==> src/rtl/i2c_slave_regfile_pkg.sv <==
// Shared definitions for the I2C slave register engine: FSM states,
// byte constants and read-only register indices.
package i2c_slave_regfile_pkg;

  typedef enum logic [1:0] {
    ST_IDLE = 2'd0,
    ST_PTR  = 2'd1,
    ST_DATA = 2'd2
  } state_e;

  localparam logic [7:0] ZERO8          = 8'h00;
  localparam int         RO_CHIP_ID_IDX = 0;
  localparam int         RO_STATUS_IDX  = 1;

  function automatic logic is_ro(input int idx);
    return (idx == RO_CHIP_ID_IDX) || (idx == RO_STATUS_IDX);
  endfunction

endpackage

==> src/rtl/i2c_slave_regfile_edge.sv <==
// Level-to-edge converter: one history flop, rise/fall derived combinationally
// against the live level.
module i2c_level_edge (
  input  logic clk_i,
  input  logic rst_i,
  input  logic level_i,
  output logic rise_o,
  output logic fall_o
);

  logic last_q;

  always_ff @(posedge clk_i or posedge rst_i) begin
    if (rst_i) begin
      last_q <= 1'b0;
    end else begin
      last_q <= level_i;
    end
  end

  assign rise_o = level_i & ~last_q;
  assign fall_o = ~level_i & last_q;

endmodule

==> src/rtl/i2c_slave_regfile.sv <==
// Byte-level register engine behind an I2C slave core: pointer byte, then
// MSB-first burst writes/reads with auto-increment and wrap.
module i2c_slave_regfile
  import i2c_slave_regfile_pkg::*;
#(
  parameter logic [6:0] SLAVE_ADDRESS = 7'h3C,
  parameter int         NUM_REGS      = 16,
  parameter int         REG_BYTES     = 2,
  parameter logic [7:0] CHIP_ID       = 8'hA5,
  localparam int        PW            = $clog2(NUM_REGS),
  localparam int        RW            = 8 * REG_BYTES
) (
  input  logic                   clk,
  input  logic                   reset,
  output logic [6:0]             address,
  input  logic                   busy,
  input  logic [7:0]             datareceive,
  input  logic                   received,
  output logic [7:0]             datasend,
  input  logic                   sended,
  input  logic [RW-1:0]          status_in,
  output logic [NUM_REGS*RW-1:0] regs_q,
  output logic                   wr_stb,
  output logic [PW-1:0]          wr_idx,
  output logic                   err,
  input  logic                   err_clr
);

  localparam logic [1:0]    LAST_IDX = 2'(REG_BYTES - 1);
  localparam logic [PW-1:0] TOP_PTR  = PW'(NUM_REGS - 1);

  logic rcv_rise_s, snd_rise_s, busy_rise_s, busy_fall_s;
  logic unused_rcv_fall_s, unused_snd_fall_s, unused_busy_rise_s;

  i2c_level_edge u_rcv_edge  (.clk_i(clk), .rst_i(reset), .level_i(received),
                              .rise_o(rcv_rise_s), .fall_o(unused_rcv_fall_s));
  i2c_level_edge u_snd_edge  (.clk_i(clk), .rst_i(reset), .level_i(sended),
                              .rise_o(snd_rise_s), .fall_o(unused_snd_fall_s));
  i2c_level_edge u_busy_edge (.clk_i(clk), .rst_i(reset), .level_i(busy),
                              .rise_o(busy_rise_s), .fall_o(busy_fall_s));
  assign unused_busy_rise_s = 1'b0;

  state_e        state_q, state_d;
  logic [PW-1:0] ptr_q, ptr_d, next_ptr_s, wr_idx_q, wr_idx_d;
  logic [1:0]    byte_idx_q, byte_idx_d;
  logic [RW-1:0] shadow_q, shadow_d, wdata_s, snap_q, src_s;
  logic [RW-1:0] mem_q [NUM_REGS];
  logic [7:0]    datasend_q, byte_s;
  logic          load_q, load_d, wr_stb_q, wr_stb_d, err_q, err_d, new_err_s, mem_we_s;

  assign next_ptr_s = (ptr_q == TOP_PTR) ? '0 : ptr_q + 1'b1;
  assign wdata_s    = (shadow_q << 8) | RW'(datareceive);

  always_comb begin
    state_d    = state_q;
    ptr_d      = ptr_q;
    byte_idx_d = byte_idx_q;
    shadow_d   = shadow_q;
    load_d     = 1'b0;
    wr_stb_d   = 1'b0;
    wr_idx_d   = wr_idx_q;
    new_err_s  = 1'b0;
    mem_we_s   = 1'b0;
    case (state_q)
      ST_IDLE: begin
        byte_idx_d = 2'd0;
        if (busy_rise_s) begin
          state_d = ST_PTR;
        end else begin
          state_d = ST_IDLE;
        end
      end
      ST_PTR: begin
        if (busy_fall_s) begin
          state_d = ST_IDLE;
        end else if (rcv_rise_s) begin
          if ({1'b0, datareceive} >= 9'(NUM_REGS)) begin
            ptr_d     = '0;
            new_err_s = 1'b1;
          end else begin
            ptr_d = datareceive[PW-1:0];
          end
          new_err_s  = new_err_s | snd_rise_s;
          byte_idx_d = 2'd0;
          load_d     = 1'b1;
          state_d    = ST_DATA;
        end else begin
          state_d = ST_PTR;
        end
      end
      ST_DATA: begin
        if (busy_fall_s) begin
          state_d    = ST_IDLE;
          byte_idx_d = 2'd0;
        end else if (rcv_rise_s) begin
          // Receive wins a collision; the simultaneous send request is dropped.
          new_err_s = snd_rise_s;
          shadow_d  = wdata_s;
          if (byte_idx_q == LAST_IDX) begin
            if (is_ro(int'(ptr_q))) begin
              new_err_s = 1'b1;
            end else begin
              mem_we_s = 1'b1;
              wr_stb_d = 1'b1;
              wr_idx_d = ptr_q;
            end
            ptr_d      = next_ptr_s;
            byte_idx_d = 2'd0;
          end else begin
            byte_idx_d = byte_idx_q + 2'd1;
          end
        end else if (snd_rise_s) begin
          if (byte_idx_q == LAST_IDX) begin
            ptr_d      = next_ptr_s;
            byte_idx_d = 2'd0;
          end else begin
            byte_idx_d = byte_idx_q + 2'd1;
          end
          load_d = 1'b1;
        end else begin
          state_d = ST_DATA;
        end
      end
      default: begin
        state_d = ST_IDLE;
      end
    endcase
  end

  always_comb begin
    err_d = err_q;
    if (new_err_s) begin
      err_d = 1'b1;
    end else if (err_clr) begin
      err_d = 1'b0;
    end else begin
      err_d = err_q;
    end
  end

  // Status register is snapshotted on its first byte so a burst stays coherent.
  always_comb begin
    src_s = mem_q[ptr_q];
    if (ptr_q == PW'(RO_CHIP_ID_IDX)) begin
      src_s = RW'(CHIP_ID);
    end else if (ptr_q == PW'(RO_STATUS_IDX)) begin
      src_s = (byte_idx_q == 2'd0) ? status_in : snap_q;
    end else begin
      src_s = mem_q[ptr_q];
    end
    byte_s = src_s[8*(REG_BYTES-1-int'(byte_idx_q)) +: 8];
  end

  always_ff @(posedge clk or posedge reset) begin
    if (reset) begin
      state_q    <= ST_IDLE;
      ptr_q      <= '0;
      byte_idx_q <= 2'd0;
      shadow_q   <= '0;
      snap_q     <= '0;
      load_q     <= 1'b0;
      datasend_q <= ZERO8;
      wr_stb_q   <= 1'b0;
      wr_idx_q   <= '0;
      err_q      <= 1'b0;
      for (int k = 0; k < NUM_REGS; k++) begin
        mem_q[k] <= '0;
      end
    end else begin
      state_q    <= state_d;
      ptr_q      <= ptr_d;
      byte_idx_q <= byte_idx_d;
      shadow_q   <= shadow_d;
      load_q     <= load_d;
      wr_stb_q   <= wr_stb_d;
      wr_idx_q   <= wr_idx_d;
      err_q      <= err_d;
      if (load_q) begin
        datasend_q <= byte_s;
        if (byte_idx_q == 2'd0) begin
          snap_q <= status_in;
        end
      end
      if (mem_we_s) begin
        mem_q[ptr_q] <= wdata_s;
      end
    end
  end

  for (genvar k = 0; k < NUM_REGS; k++) begin : g_flat
    assign regs_q[k*RW +: RW] = mem_q[k];
  end

  assign address  = SLAVE_ADDRESS;
  assign datasend = datasend_q;
  assign wr_stb   = wr_stb_q;
  assign wr_idx   = wr_idx_q;
  assign err      = err_q;

endmodule

==> config.mk <==
export PLATFORM = sky130hd
export DESIGN_NAME = i2c_slave_regfile
export DESIGN_NICKNAME = d
export VERILOG_FILES = /design/src/rtl/i2c_slave_regfile_pkg.sv /design/src/rtl/i2c_slave_regfile_edge.sv /design/src/rtl/i2c_slave_regfile.sv
export SDC_FILE = /design/constraint.sdc
export NUM_CORES = 1
export LEC_CHECK = 0
export ABC_CLOCK_PERIOD_IN_PS = 10100
export CORE_MARGIN = 10
export CORE_UTILIZATION = 25
export CTS_CLUSTER_SIZE = 12
export DETAILED_ROUTE_END_ITERATION = 7
export PLACE_DENSITY = 0.54
export SETUP_SLACK_MARGIN = 0.02
export SLEW_MARGIN = 20
export SYNTH_ARGS = -nofsm -noshare
export SYNTH_HDL_FRONTEND = slang
export SYNTH_HIERARCHICAL = 1
export SYNTH_SLANG_ARGS = --single-unit
export TNS_END_PERCENT = 1
==> constraint.sdc <==
create_clock -name clk -period 10.1 [get_ports clk]
set_clock_uncertainty 0.1 [all_clocks]
set_input_delay 2.02 -clock clk [delete_from_list [all_inputs] [get_ports clk]]
set_output_delay 2.02 -clock clk [all_outputs]
set_load 0.02 [all_outputs]
==> results of run 1 <==
-- report_power, final --
group	internal [mW]	leakage, nW	switching [mW]	total (mW)
Sequential	1.25	4.12	0.177	1.43
Combinational	0.260	3.55	0.397	0.658
Clock	0.813	0.603	0.545	1.36
-- final cells by class --
class	count	area (um2)	area share
flip-flops and latches	298	7470	0.406
repair buffers	312	3110	0.169
inverters	16	63.8	0.00347
clock inverters	8	71.3	0.00387
multi-input cells	513	5670	0.308
well taps	696	871	0.0473
clock buffers	61	1160	0.0631
-- placed cells by master, fill, tap and decap left out, drive strengths merged, types with 3 or more instances in the layout --
master / n
a211o: 4
a211oi: 8
a21oi: 11
a22oi: 4
buf: 13
clkbuf: 61
clkdlybuf4s50: 299
clkinv: 5
conb: 7
dfrtp: 298
ha: 9
inv: 16
mux2: 242
mux2i: 28
mux4: 61
nand2: 22
nand2b: 7
nand3: 10
nor2: 22
nor2b: 11
nor3: 3
o211ai: 3
o21ai: 16
o22ai: 11
-- final timing paths --
| path | start | endpoint | slack (ns) | depth (start not counted) |
|---|---|---|---|---|
| max in group asynchronous | reset | regs_q[196]$_DFFE_PP0P_ | 6.39 | 4 |
| hold / removal | regs_q[15]$_DFFE_PP0P_ | regs_q[15]$_DFFE_PP0P_ | 0.29 | 0 |
| hold reg to reg | regs_q[15]$_DFFE_PP0P_ | regs_q[15]$_DFFE_PP0P_ | 0.29 | 0 |
| setup reg to reg | state_q[0]$_DFFE_PP0P_ | regs_q[107]$_DFFE_PP0P_ | 6.08 | 8 |
| setup / recovery | busy | regs_q[107]$_DFFE_PP0P_ | 4.97 | 8 |
| min in group asynchronous | reset | u_snd_edge/last_q$_DFF_PP0_ | 1.64 | 2 |
-- through the flow --
| step | power [mW] | setup slack (ns) | hold slack (ns) | utilization | area [um2] |
|---|---|---|---|---|---|
| 5_1_grt | 3.59 | 4.81 | 0.300 | 0.340 | 18400 |
| 6_report | 3.44 | 4.97 | 0.291 | 0.340 | 18400 |
| 4_1_cts | 3.49 | 4.86 | 0.296 | 0.340 | 18400 |
| 3_3_place_gp | 2.11 | 4.27 | 0.281 | 0.317 | 17200 |
| 2_1_floorplan | 1.86 | 4.06 | 0.375 | - | 13700 |
| 3_5_place_dp | 2.12 | 4.27 | 0.283 | 0.317 | 17200 |
-- sequential cells by signal, summed over array words and instances, names as in the netlist --
register	count
u_snd_edge/last_q	1
wr_stb	1
snap_q	8
load_q	1
datasend	8
shadow_q	8
wr_idx	4
ptr_q	4
byte_idx_q	2
err	1
state_q	2
regs_q	256
u_busy_edge/last_q	1
u_rcv_edge/last_q	1
-- layer usage --
layer	routed length (um)	track usage	vias up
li1	-	-	3907
met1	23200	0.211	4927
met2	26500	0.276	266
met3	3170	0.0380	68
met4	1340	0.0546	0
met5	0	0	-
==> impl_results.html, run 1 <==
<table>
<tr><th>Metric</th><th>Value</th></tr>
<tr><th colspan="2">Outcome</th></tr>
<tr><td>Status</td><td>completed</td></tr>
<tr><th colspan="2">Worst setup path</th></tr>
<tr><td>Family of cells with the greatest summed delay on the critical path</td><td>simple AND/OR/NAND/NOR gates</td></tr>
<tr><td>CP max stage delay</td><td>just under 0.9 ns</td></tr>
<tr><td>Bufs and invs on worst path</td><td>2</td></tr>
<tr><td>Cell with the largest stage delay on the worst path</td><td>sky130_fd_sc_hd__and4_1</td></tr>
<tr><td>Cells along the critical path</td><td>clkdlybuf4s50_1 &gt; and2b_2 &gt; nor2b_1 &gt; and4_1 &gt; nand2_2 &gt; nor2_2 &gt; buf_4 &gt; mux2_2</td></tr>
<tr><td>Worst setup SP type</td><td>input pin</td></tr>
<tr><td>Largest driver fanout on the critical path</td><td>15</td></tr>
<tr><td>CP required</td><td>10.44 ns</td></tr>
<tr><td>Kind of capture point of the worst setup path</td><td>flop</td></tr>
<tr><td>Crit Path Category</td><td>input pin to flop</td></tr>
<tr><td>Arrival time of the worst setup path</td><td>5.47 ns</td></tr>
<tr><th colspan="2">Finish</th></tr>
<tr><td>Nets@finish</td><td>around 1.2k</td></tr>
<tr><td>Post-synthesis to final-layout area growth</td><td>34.2%</td></tr>
<tr><td>Final std cells w/o fill</td><td>between 1.5k and 2k</td></tr>
<tr><td>Number of diodes added for antenna fixing</td><td>0</td></tr>
<tr><td>Fillcell total</td><td>about 5.3k</td></tr>
<tr><td>Fraction of layout instances using a drive strength above 1</td><td>0.316</td></tr>
<tr><th colspan="2">Clock tree</th></tr>
<tr><td>Setup Buffers After CTS</td><td>0</td></tr>
<tr><td>Number of clock buffers inserted by TritonCTS</td><td>38</td></tr>
<tr><td>Clock tree from TritonCTS</td><td>yes</td></tr>
<tr><td>Clock insertion delay at the later pin of the skew report</td><td>about 0.56 ns</td></tr>
<tr><td>Hold Buf Count CTS</td><td>0</td></tr>
<tr><td>Resize count post-CTS</td><td>0</td></tr>
<tr><td>Clock sink count</td><td>just under 300</td></tr>
<tr><td>Clk root buf</td><td>sky130_fd_sc_hd__clkbuf_16</td></tr>
<tr><td>Max Root-Sink Buffers</td><td>3</td></tr>
<tr><td>H-tree depth</td><td>2</td></tr>
<tr><td>Reg clk slew, reported paths</td><td>around 0.060 ns</td></tr>
<tr><th colspan="2">STA</th></tr>
<tr><td>Minimum clock period</td><td>slightly above 5 ns</td></tr>
<tr><td>Worst Tran Pin Value</td><td>around 1 ns</td></tr>
<tr><td>Post-route clock period utilization</td><td>0.508</td></tr>
<tr><td>Total negative slack</td><td>0 ns</td></tr>
<tr><td>Headroom to the max-slew limit</td><td>0.339</td></tr>
<tr><td>Achievable clock frequency</td><td>about 190 MHz</td></tr>
<tr><td>Final setup violation count</td><td>0</td></tr>
<tr><td>RSZ-0062 raised after global routing</td><td>false</td></tr>
<tr><td>Slew Viols, Final</td><td>0</td></tr>
<tr><td>Number of hold-slack violations in the final timing report</td><td>0</td></tr>
<tr><th colspan="2">Placement</th></tr>
<tr><td>PortBufs</td><td>approximately 300</td></tr>
<tr><td>DP Cell Count</td><td>approximately 1.8k</td></tr>
<tr><td>Half-perimeter wire length after placement</td><td>between 30,000 and 40,000 um</td></tr>
<tr><td>Weighted congestion at the end of routability-driven global placement</td><td>around 0.8</td></tr>
<tr><th colspan="2">Floorplan</th></tr>
<tr><td>Initial standard-cell utilization of the core</td><td>0.253</td></tr>
<tr><td>Number of top-level pins</td><td>307</td></tr>
<tr><td>Die area</td><td>64,600 um2</td></tr>
<tr><td>Placeable core area</td><td>54,100 um2</td></tr>
<tr><td>Site Rows</td><td>85</td></tr>
<tr><td>Vert. Die Dim</td><td>254 um</td></tr>
<tr><td>Horizontal die dimension</td><td>between 200 and 300 um</td></tr>
<tr><th colspan="2">Global route</th></tr>
<tr><td>Sum of overflow across all layers after global routing</td><td>0</td></tr>
<tr><td>Global-route total usage across every layer</td><td>0.166</td></tr>
<tr><td>Maximum number of pins on one net before global-route repair</td><td>roughly 170</td></tr>
<tr><td>Initial antenna violation count</td><td>0</td></tr>
<tr><td>Wire length of the first global-routing pass</td><td>76,900 um</td></tr>
<tr><td>Via count of the first global-routing pass</td><td>9,848</td></tr>
<tr><th colspan="2">Synth</th></tr>
<tr><td>Number of warnings printed during yosys synthesis</td><td>6</td></tr>
<tr><td>Avg Inst Size Synth</td><td>between 10 and 15 um2</td></tr>
<tr><td>Summed instance area of the synthesized netlist</td><td>roughly 14,000 um2</td></tr>
<tr><td>Instance count of the mapped netlist</td><td>a little over 900</td></tr>
<tr><th colspan="2">Routing</th></tr>
<tr><td>Number of nets still failing antenna checks after routing</td><td>0</td></tr>
<tr><td>Vias per inst</td><td>between 4 and 5</td></tr>
<tr><td>First-iteration detailed-routing DRC count</td><td>589</td></tr>
<tr><td>Total routed wirelength</td><td>~54,000 um</td></tr>
<tr><td>Per-cell routed wire length</td><td>roughly 28 um</td></tr>
<tr><td>Via count</td><td>~9.2k</td></tr>
<tr><td>1st-pass router iterations</td><td>5</td></tr>
<tr><td>Number of remaining DRC errors</td><td>0</td></tr>
<tr><th colspan="2">Pwr</th></tr>
<tr><td>Power per Cell Area</td><td>187 nW/um2</td></tr>
<tr><td>Largest vdd supply drop</td><td>a little over 90 uV</td></tr>
<tr><td>Static power due to leakage</td><td>just over 8 nW</td></tr>
<tr><th colspan="2">Flow run</th></tr>
<tr><td>Maximum capacitance violations</td><td>0</td></tr>
<tr><th colspan="2">Hold path</th></tr>
<tr><td>Class of the tightest hold or removal check</td><td>flop to flop</td></tr>
</table>
Note: power is estimated with default switching activity, not from simulation.
==> run 2, diff against run 1 <==
Settings changed: ABC_CLOCK_PERIOD_IN_PS 10100 to 4710.
Clock period 10.1 ns to 4.71 ns, I/O delays scaled along.
==> impl_results.html, run 2 (synthesis gave the netlist of run 1 again) <==
<table>
<tr><th>Metric</th><th>Value</th></tr>
<tr><th colspan="2">Worst setup path</th></tr>
<tr><td>CP max stage delay</td><td>between 0.7 and 0.8 ns</td></tr>
<tr><td>Worst setup SP type</td><td>flop</td></tr>
<tr><td>Cells along the critical path</td><td>inv_1 &gt; ha_1 &gt; nor2_1 &gt; o211ai_1 &gt; a2111oi_0 &gt; buf_4 &gt; a221o_1</td></tr>
<tr><td>Capture point of the worst reg-to-reg path</td><td>datasend[3]$_DFFE_PP0P_</td></tr>
<tr><td>Arrival time of the worst setup path</td><td>between 3 and 4 ns</td></tr>
<tr><td>Length in cells of the worst reg-to-reg path</td><td>7</td></tr>
<tr><td>CP required</td><td>roughly 5.1 ns</td></tr>
<tr><td>Crit Path Category</td><td>flop to flop</td></tr>
<tr><td>Cell with the largest stage delay on the worst path</td><td>sky130_fd_sc_hd__a2111oi_0</td></tr>
<tr><td>Largest driver fanout on the critical path</td><td>25</td></tr>
<tr><td>Reg2Reg Setup Slack</td><td>1.12 ns</td></tr>
<tr><td>Critical register-to-register path startpoint</td><td>ptr_q[1]$_DFFE_PP0P_</td></tr>
<tr><td>Kind of capture point of the worst setup path</td><td>flop</td></tr>
<tr><th colspan="2">STA</th></tr>
<tr><td>Slew Viols, Final</td><td>0</td></tr>
<tr><td>Number of hold-slack violations in the final timing report</td><td>0</td></tr>
<tr><td>Minimum clock period</td><td>about 3.6 ns</td></tr>
<tr><td>Headroom to the max-slew limit</td><td>0.382</td></tr>
<tr><td>Achievable clock frequency</td><td>278 MHz</td></tr>
<tr><td>Total negative slack</td><td>0 ns</td></tr>
<tr><td>RSZ-0062 raised after global routing</td><td>false</td></tr>
<tr><td>Post-route clock period utilization</td><td>0.763</td></tr>
<tr><td>Fin worst setup slack</td><td>roughly 1.1 ns</td></tr>
<tr><td>Worst Tran Pin Value</td><td>~0.9 ns</td></tr>
<tr><td>Final setup violation count</td><td>0</td></tr>
<tr><th colspan="2">Routing</th></tr>
<tr><td>Number of nets still failing antenna checks after routing</td><td>0</td></tr>
<tr><td>Per-cell routed wire length</td><td>approximately 28 um</td></tr>
<tr><td>First-iteration detailed-routing DRC count</td><td>between 400 and 500</td></tr>
<tr><td>Vias per inst</td><td>4.81</td></tr>
<tr><td>Via count</td><td>slightly above 9k</td></tr>
<tr><td>Number of remaining DRC errors</td><td>0</td></tr>
<tr><td>Total routed wirelength</td><td>~55,000 um</td></tr>
<tr><td>1st-pass router iterations</td><td>4</td></tr>
<tr><th colspan="2">Placement</th></tr>
<tr><td>Weighted congestion at the end of routability-driven global placement</td><td>between 0.8 and 0.9</td></tr>
<tr><td>PortBufs</td><td>approximately 300</td></tr>
<tr><td>Worst slack at placement</td><td>1.10 ns</td></tr>
<tr><td>Half-perimeter wire length after placement</td><td>about 40,000 um</td></tr>
<tr><th colspan="2">Finish</th></tr>
<tr><td>Number of diodes added for antenna fixing</td><td>0</td></tr>
<tr><td>Number of flip-flops under the largest register name</td><td>around 260</td></tr>
<tr><td>Fraction of layout instances using a drive strength above 1</td><td>0.333</td></tr>
<tr><td>Most common cell after layout, fill and taps aside</td><td>sky130_fd_sc_hd__clkdlybuf4s50_1</td></tr>
<tr><td>Highest-count cells in the layout ignoring fill and taps</td><td>sky130_fd_sc_hd__clkdlybuf4s50_1, sky130_fd_sc_hd__dfrtp_1, sky130_fd_sc_hd__mux2_2</td></tr>
<tr><td>Nets@finish</td><td>1,237</td></tr>
<tr><td>Post-synthesis to final-layout area growth</td><td>35.5%</td></tr>
<tr><th colspan="2">Clock tree</th></tr>
<tr><td>Resize count post-CTS</td><td>0</td></tr>
<tr><td>Max Root-Sink Buffers</td><td>3</td></tr>
<tr><td>Clock tree from TritonCTS</td><td>yes</td></tr>
<tr><td>Reg clk slew, reported paths</td><td>approximately 0.06 ns</td></tr>
<tr><td>Hold Buf Count CTS</td><td>0</td></tr>
<tr><td>H-tree depth</td><td>2</td></tr>
<tr><td>Setup Buffers After CTS</td><td>0</td></tr>
<tr><td>Clock insertion delay at the later pin of the skew report</td><td>~0.55 ns</td></tr>
<tr><td>Clock sink count</td><td>slightly below 300</td></tr>
<tr><td>Clk root buf</td><td>sky130_fd_sc_hd__clkbuf_16</td></tr>
<tr><td>Number of clock buffers inserted by TritonCTS</td><td>38</td></tr>
<tr><th colspan="2">Floorplan</th></tr>
<tr><td>Site Rows</td><td>85</td></tr>
<tr><td>Vert. Die Dim</td><td>~250 um</td></tr>
<tr><td>Placeable core area</td><td>54,100 um2</td></tr>
<tr><td>Horizontal die dimension</td><td>254 um</td></tr>
<tr><td>Initial standard-cell utilization of the core</td><td>0.253</td></tr>
<tr><td>Number of top-level pins</td><td>between 300 and 400</td></tr>
<tr><td>Die area</td><td>between 60,000 and 70,000 um2</td></tr>
<tr><th colspan="2">Global route</th></tr>
<tr><td>Via count of the first global-routing pass</td><td>between 9k and 10k</td></tr>
<tr><td>Maximum number of pins on one net before global-route repair</td><td>between 100 and 150</td></tr>
<tr><td>Initial antenna violation count</td><td>1</td></tr>
<tr><td>Sum of overflow across all layers after global routing</td><td>0</td></tr>
<tr><td>Global-route total usage across every layer</td><td>0.168</td></tr>
<tr><td>Wire length of the first global-routing pass</td><td>just under 80,000 um</td></tr>
<tr><th colspan="2">Flow run</th></tr>
<tr><td>Maximum capacitance violations</td><td>0</td></tr>
<tr><th colspan="2">Outcome</th></tr>
<tr><td>Status</td><td>completed</td></tr>
<tr><th colspan="2">Pwr</th></tr>
<tr><td>Static power due to leakage</td><td>about 8.4 nW</td></tr>
<tr><td>Largest vdd supply drop</td><td>177 uV</td></tr>
<tr><td>Power per Cell Area</td><td>398 nW/um2</td></tr>
<tr><td>Total Power Consumption</td><td>roughly 7.4 mW</td></tr>
<tr><th colspan="2">Hold path</th></tr>
<tr><td>Worst Hold Path Cells</td><td>0</td></tr>
<tr><td>Hold worst-path end</td><td>regs_q[3]$_DFFE_PP0P_</td></tr>
<tr><td>Class of the tightest hold or removal check</td><td>flop to flop</td></tr>
<tr><td>Hold wc startpoint</td><td>regs_q[3]$_DFFE_PP0P_</td></tr>
</table>
[run 2: cell count changes in the layout (fill, tap and decap cells not counted), sizes merged]
cell	change
buf	+19
clkbuf	-5
clkinv	+1
clkinvlp	+1
[run 2: worst max-delay path, delay by kind of cell, from the launching register on]
family,cells,cell delay [ns]
fa+ha+maj,1,0.48
buf+inv,2,0.59
flops,1,0.72
compound gates,3,1.23
simple gates,1,0.39
[run 2: layer usage]
layer,GRT usage,vias to the layer above,part of all wire
met1,0.212,4969,0.43
li1,-,3947,-
met5,0,-,0.00024
met4,0.0528,2,0.025
met2,0.274,255,0.48
met3,0.0457,67,0.062
[run 2: worst max path at each step]
stage                          from                        end  slack (ns)  depth (start not counted)
2_1_floorplan                 reset  byte_idx_q[0]$_DFFE_PP0P_       -0.25                          1
3_3_place_gp                   busy    regs_q[131]$_DFFE_PP0P_        1.11                          7
3_5_place_dp                   busy    regs_q[241]$_DFFE_PP0P_        1.10                          7
4_1_cts        ptr_q[1]$_DFFE_PP0P_    datasend[3]$_DFFE_PP0P_        1.19                          7
5_1_grt        ptr_q[1]$_DFFE_PP0P_    datasend[3]$_DFFE_PP0P_        0.97                          7
6_report       ptr_q[1]$_DFFE_PP0P_    datasend[3]$_DFFE_PP0P_        1.12                          7
[run 2: layout make-up]
type	count	area, um2
multi-input combinational	513	5650
clock buffer	56	1170
clock inverter	10	87.6
fill	5188	35500
inverter	16	63.8
timing repair buffer	331	3280
tap	696	871
sequential	298	7470
[run 2: through the flow]
stage	util	cells	hold WS (ns)	cell area (um2)
after floorplan	-	930	0.375	13700
after global placement	0.320	1854	0.286	17300
after detailed placement	0.320	1854	0.288	17300
after CTS	0.343	1920	0.302	18600
after global routing	0.343	1920	0.304	18600
final	0.343	1920	0.298	18600
[run 2: report_power, final]
| group | internal (mW) | total, mW | switching (mW) |
|---|---|---|---|
| Combinational | 0.568 | 1.38 | 0.815 |
| Sequential | 2.69 | 3.08 | 0.396 |
| Clock | 1.77 | 2.93 | 1.16 |
| Total | 5.02 | 7.40 | 2.37 |
==> run 3, diff against run 2 <==
Settings changed: ABC_CLOCK_PERIOD_IN_PS 4710 to 3500, PLACE_DENSITY 0.54 to 0.52.
Clock period 4.71 ns to 3.5 ns, I/O delays scaled along.
==> impl_results.html, run 3 (synthesis gave the netlist of run 1 again) <==
<table>
<tr><th>Metric</th><th>Value</th></tr>
<tr><th colspan="2">Outcome</th></tr>
<tr><td>Status</td><td>completed</td></tr>
<tr><th colspan="2">STA</th></tr>
<tr><td>Worst Tran Pin Value</td><td>~0.85 ns</td></tr>
<tr><td>Achievable clock frequency</td><td>around 340 MHz</td></tr>
<tr><td>Minimum clock period</td><td>~2.9 ns</td></tr>
<tr><td>Slew Viols, Final</td><td>0</td></tr>
<tr><td>Total negative slack</td><td>0 ns</td></tr>
<tr><td>Final setup violation count</td><td>0</td></tr>
<tr><td>RSZ-0062 raised after global routing</td><td>false</td></tr>
<tr><td>Post-route clock period utilization</td><td>0.838</td></tr>
<tr><td>Number of hold-slack violations in the final timing report</td><td>0</td></tr>
<tr><td>Headroom to the max-slew limit</td><td>0.431</td></tr>
<tr><th colspan="2">Floorplan</th></tr>
<tr><td>Placeable core area</td><td>roughly 54,000 um2</td></tr>
<tr><td>Site Rows</td><td>85</td></tr>
<tr><td>Initial standard-cell utilization of the core</td><td>0.253</td></tr>
<tr><td>Vert. Die Dim</td><td>254 um</td></tr>
<tr><td>Die area</td><td>around 65,000 um2</td></tr>
<tr><td>Horizontal die dimension</td><td>254 um</td></tr>
<tr><td>Number of top-level pins</td><td>307</td></tr>
<tr><th colspan="2">Global route</th></tr>
<tr><td>Wire length of the first global-routing pass</td><td>approximately 78,000 um</td></tr>
<tr><td>Maximum number of pins on one net before global-route repair</td><td>between 70 and 80</td></tr>
<tr><td>Via count of the first global-routing pass</td><td>9,883</td></tr>
<tr><td>Initial antenna violation count</td><td>0</td></tr>
<tr><td>Global-route total usage across every layer</td><td>0.170</td></tr>
<tr><td>Sum of overflow across all layers after global routing</td><td>0</td></tr>
<tr><th colspan="2">Routing</th></tr>
<tr><td>Total routed wirelength</td><td>~55,000 um</td></tr>
<tr><td>Via count</td><td>just over 9k</td></tr>
<tr><td>Per-cell routed wire length</td><td>28.4 um</td></tr>
<tr><td>Routed metal-1 wire length</td><td>about 24,000 um</td></tr>
<tr><td>Number of remaining DRC errors</td><td>0</td></tr>
<tr><td>First-iteration detailed-routing DRC count</td><td>between 600 and 700</td></tr>
<tr><td>1st-pass router iterations</td><td>4</td></tr>
<tr><td>Detailed route wirelength on metal3</td><td>4100 um</td></tr>
<tr><td>Number of nets still failing antenna checks after routing</td><td>0</td></tr>
<tr><td>Met2 Wirelength</td><td>between 20,000 and 30,000 um</td></tr>
<tr><td>Highest layer used for signal routing</td><td>met4</td></tr>
<tr><td>Vias per inst</td><td>around 4.8</td></tr>
<tr><th colspan="2">Finish</th></tr>
<tr><td>Highest-count cells in the layout ignoring fill and taps</td><td>sky130_fd_sc_hd__clkdlybuf4s50_1, sky130_fd_sc_hd__dfrtp_1, sky130_fd_sc_hd__mux2_2</td></tr>
<tr><td>Most common cell after layout, fill and taps aside</td><td>sky130_fd_sc_hd__clkdlybuf4s50_1</td></tr>
<tr><td>Fillcell total</td><td>approximately 5.3k</td></tr>
<tr><td>Number of flip-flops under the largest register name</td><td>approximately 260</td></tr>
<tr><td>Fraction of layout instances using a drive strength above 1</td><td>0.341</td></tr>
<tr><td>Post-synthesis to final-layout area growth</td><td>37.3%</td></tr>
<tr><td>Number of diodes added for antenna fixing</td><td>0</td></tr>
<tr><td>Nets@finish</td><td>1,264</td></tr>
<tr><th colspan="2">Hold path</th></tr>
<tr><td>Class of the tightest hold or removal check</td><td>flop to flop</td></tr>
<tr><th colspan="2">Clock tree</th></tr>
<tr><td>H-tree depth</td><td>2</td></tr>
<tr><td>Clock tree from TritonCTS</td><td>yes</td></tr>
<tr><td>Clock sink count</td><td>between 200 and 300</td></tr>
<tr><td>Clk root buf</td><td>sky130_fd_sc_hd__clkbuf_16</td></tr>
<tr><td>Max Root-Sink Buffers</td><td>3</td></tr>
<tr><td>Reg clk slew, reported paths</td><td>approximately 0.06 ns</td></tr>
<tr><td>Clock insertion delay at the later pin of the skew report</td><td>about 0.55 ns</td></tr>
<tr><td>Hold Buf Count CTS</td><td>0</td></tr>
<tr><td>Number of clock buffers inserted by TritonCTS</td><td>38</td></tr>
<tr><td>Setup Buffers After CTS</td><td>0</td></tr>
<tr><td>Resize count post-CTS</td><td>0</td></tr>
<tr><th colspan="2">Worst setup path</th></tr>
<tr><td>CP required</td><td>slightly below 4 ns</td></tr>
<tr><td>Cell with the largest stage delay on the worst path</td><td>sky130_fd_sc_hd__dfrtp_4</td></tr>
<tr><td>Cells along the critical path</td><td>inv_2 &gt; ha_1 &gt; buf_4 &gt; a21boi_0 &gt; o21ai_0 &gt; a211oi_1 &gt; a211o_1</td></tr>
<tr><td>CP max stage delay</td><td>around 0.7 ns</td></tr>
<tr><td>Worst setup SP type</td><td>flop</td></tr>
<tr><td>Arrival time of the worst setup path</td><td>between 3 and 4 ns</td></tr>
<tr><td>Crit Path Category</td><td>flop to flop</td></tr>
<tr><td>Kind of capture point of the worst setup path</td><td>flop</td></tr>
<tr><td>Largest driver fanout on the critical path</td><td>18</td></tr>
<tr><th colspan="2">Pwr</th></tr>
<tr><td>Largest vdd supply drop</td><td>just over 300 uV</td></tr>
<tr><td>Total Power Consumption</td><td>approximately 10 mW</td></tr>
<tr><td>Power per Cell Area</td><td>about 530 nW/um2</td></tr>
<tr><td>Static power due to leakage</td><td>between 8 and 9 nW</td></tr>
<tr><th colspan="2">Placement</th></tr>
<tr><td>Weighted congestion at the end of routability-driven global placement</td><td>approximately 0.85</td></tr>
<tr><td>Half-perimeter wire length after placement</td><td>40,900 um</td></tr>
<tr><td>PortBufs</td><td>~300</td></tr>
<tr><th colspan="2">Flow run</th></tr>
<tr><td>Maximum capacitance violations</td><td>0</td></tr>
</table>
## run 3: changes by cell type in the layout (fill, tap and decap cells not counted), moves of 2 or more
cell                       before  now
sky130_fd_sc_hd__clkbuf_1       4   12
sky130_fd_sc_hd__clkbuf_8      13    6
sky130_fd_sc_hd__inv_6          1    3
sky130_fd_sc_hd__buf_12         4   11
sky130_fd_sc_hd__clkinv_2       5    2
sky130_fd_sc_hd__buf_4         28   48
## run 3: worst paths after layout
check	start	to	slack [ns]	cells after the start
worst max-delay path	ptr_q[0]$_DFFE_PP0P_	datasend[5]$_DFFE_PP0P_	0.57	7
worst min-delay path	regs_q[29]$_DFFE_PP0P_	regs_q[29]$_DFFE_PP0P_	0.29	0
worst max register to register	ptr_q[0]$_DFFE_PP0P_	datasend[5]$_DFFE_PP0P_	0.57	7
worst min register to register	regs_q[29]$_DFFE_PP0P_	regs_q[29]$_DFFE_PP0P_	0.29	0
max in group asynchronous	reset	regs_q[108]$_DFFE_PP0P_	1.89	3
min in group asynchronous	reset	u_busy_edge/last_q$_DFF_PP0_	0.32	2
## run 3: power breakdown
group	switching (mW)	total, mW	internal (mW)
sequential	0.422	4.04	3.62
clock	1.54	3.83	2.29
combinational	1.25	2.10	0.852
## run 3: final cells by class
type | count | area (um2) | area share
Clock buffer | 56 | 1080 | 0.0573
Multi-Input combinational cell | 513 | 5650 | 0.300
Sequential cell | 298 | 7470 | 0.396
Tap cell | 696 | 871 | 0.0462
Inverter | 16 | 63.8 | 0.00339
Timing Repair Buffer | 358 | 3570 | 0.190
Clock inverter | 10 | 128 | 0.00678
## run 3: metal layers
layer | track usage | vias to the layer above
met5 | 0 | -
met4 | 0.0433 | 0
met3 | 0.0544 | 48
met2 | 0.270 | 296
met1 | 0.219 | 4917
li1 | - | 3990
## run 3: through the flow
step	setup slack [ns]	cells	utilization	cell area (um2)	hold WS [ns]
floorplan	-1.22	930	-	13700	0.329
global placement	0.234	1881	0.326	17600	0.283
detailed placement	0.219	1881	0.326	17600	0.281
CTS	0.636	1947	0.348	18800	0.293
global route	0.442	1947	0.348	18800	0.302
finish	0.567	1947	0.348	18800	0.289
## run 3: critical path: cells and delay by family, from the launching register on
family	cells	cell delay, ns
buffers and inverters	2	0.25
adder cells (fa/ha/maj)	1	0.22
flip-flops	1	0.72
AO/OA/AOI/OAI	4	1.59
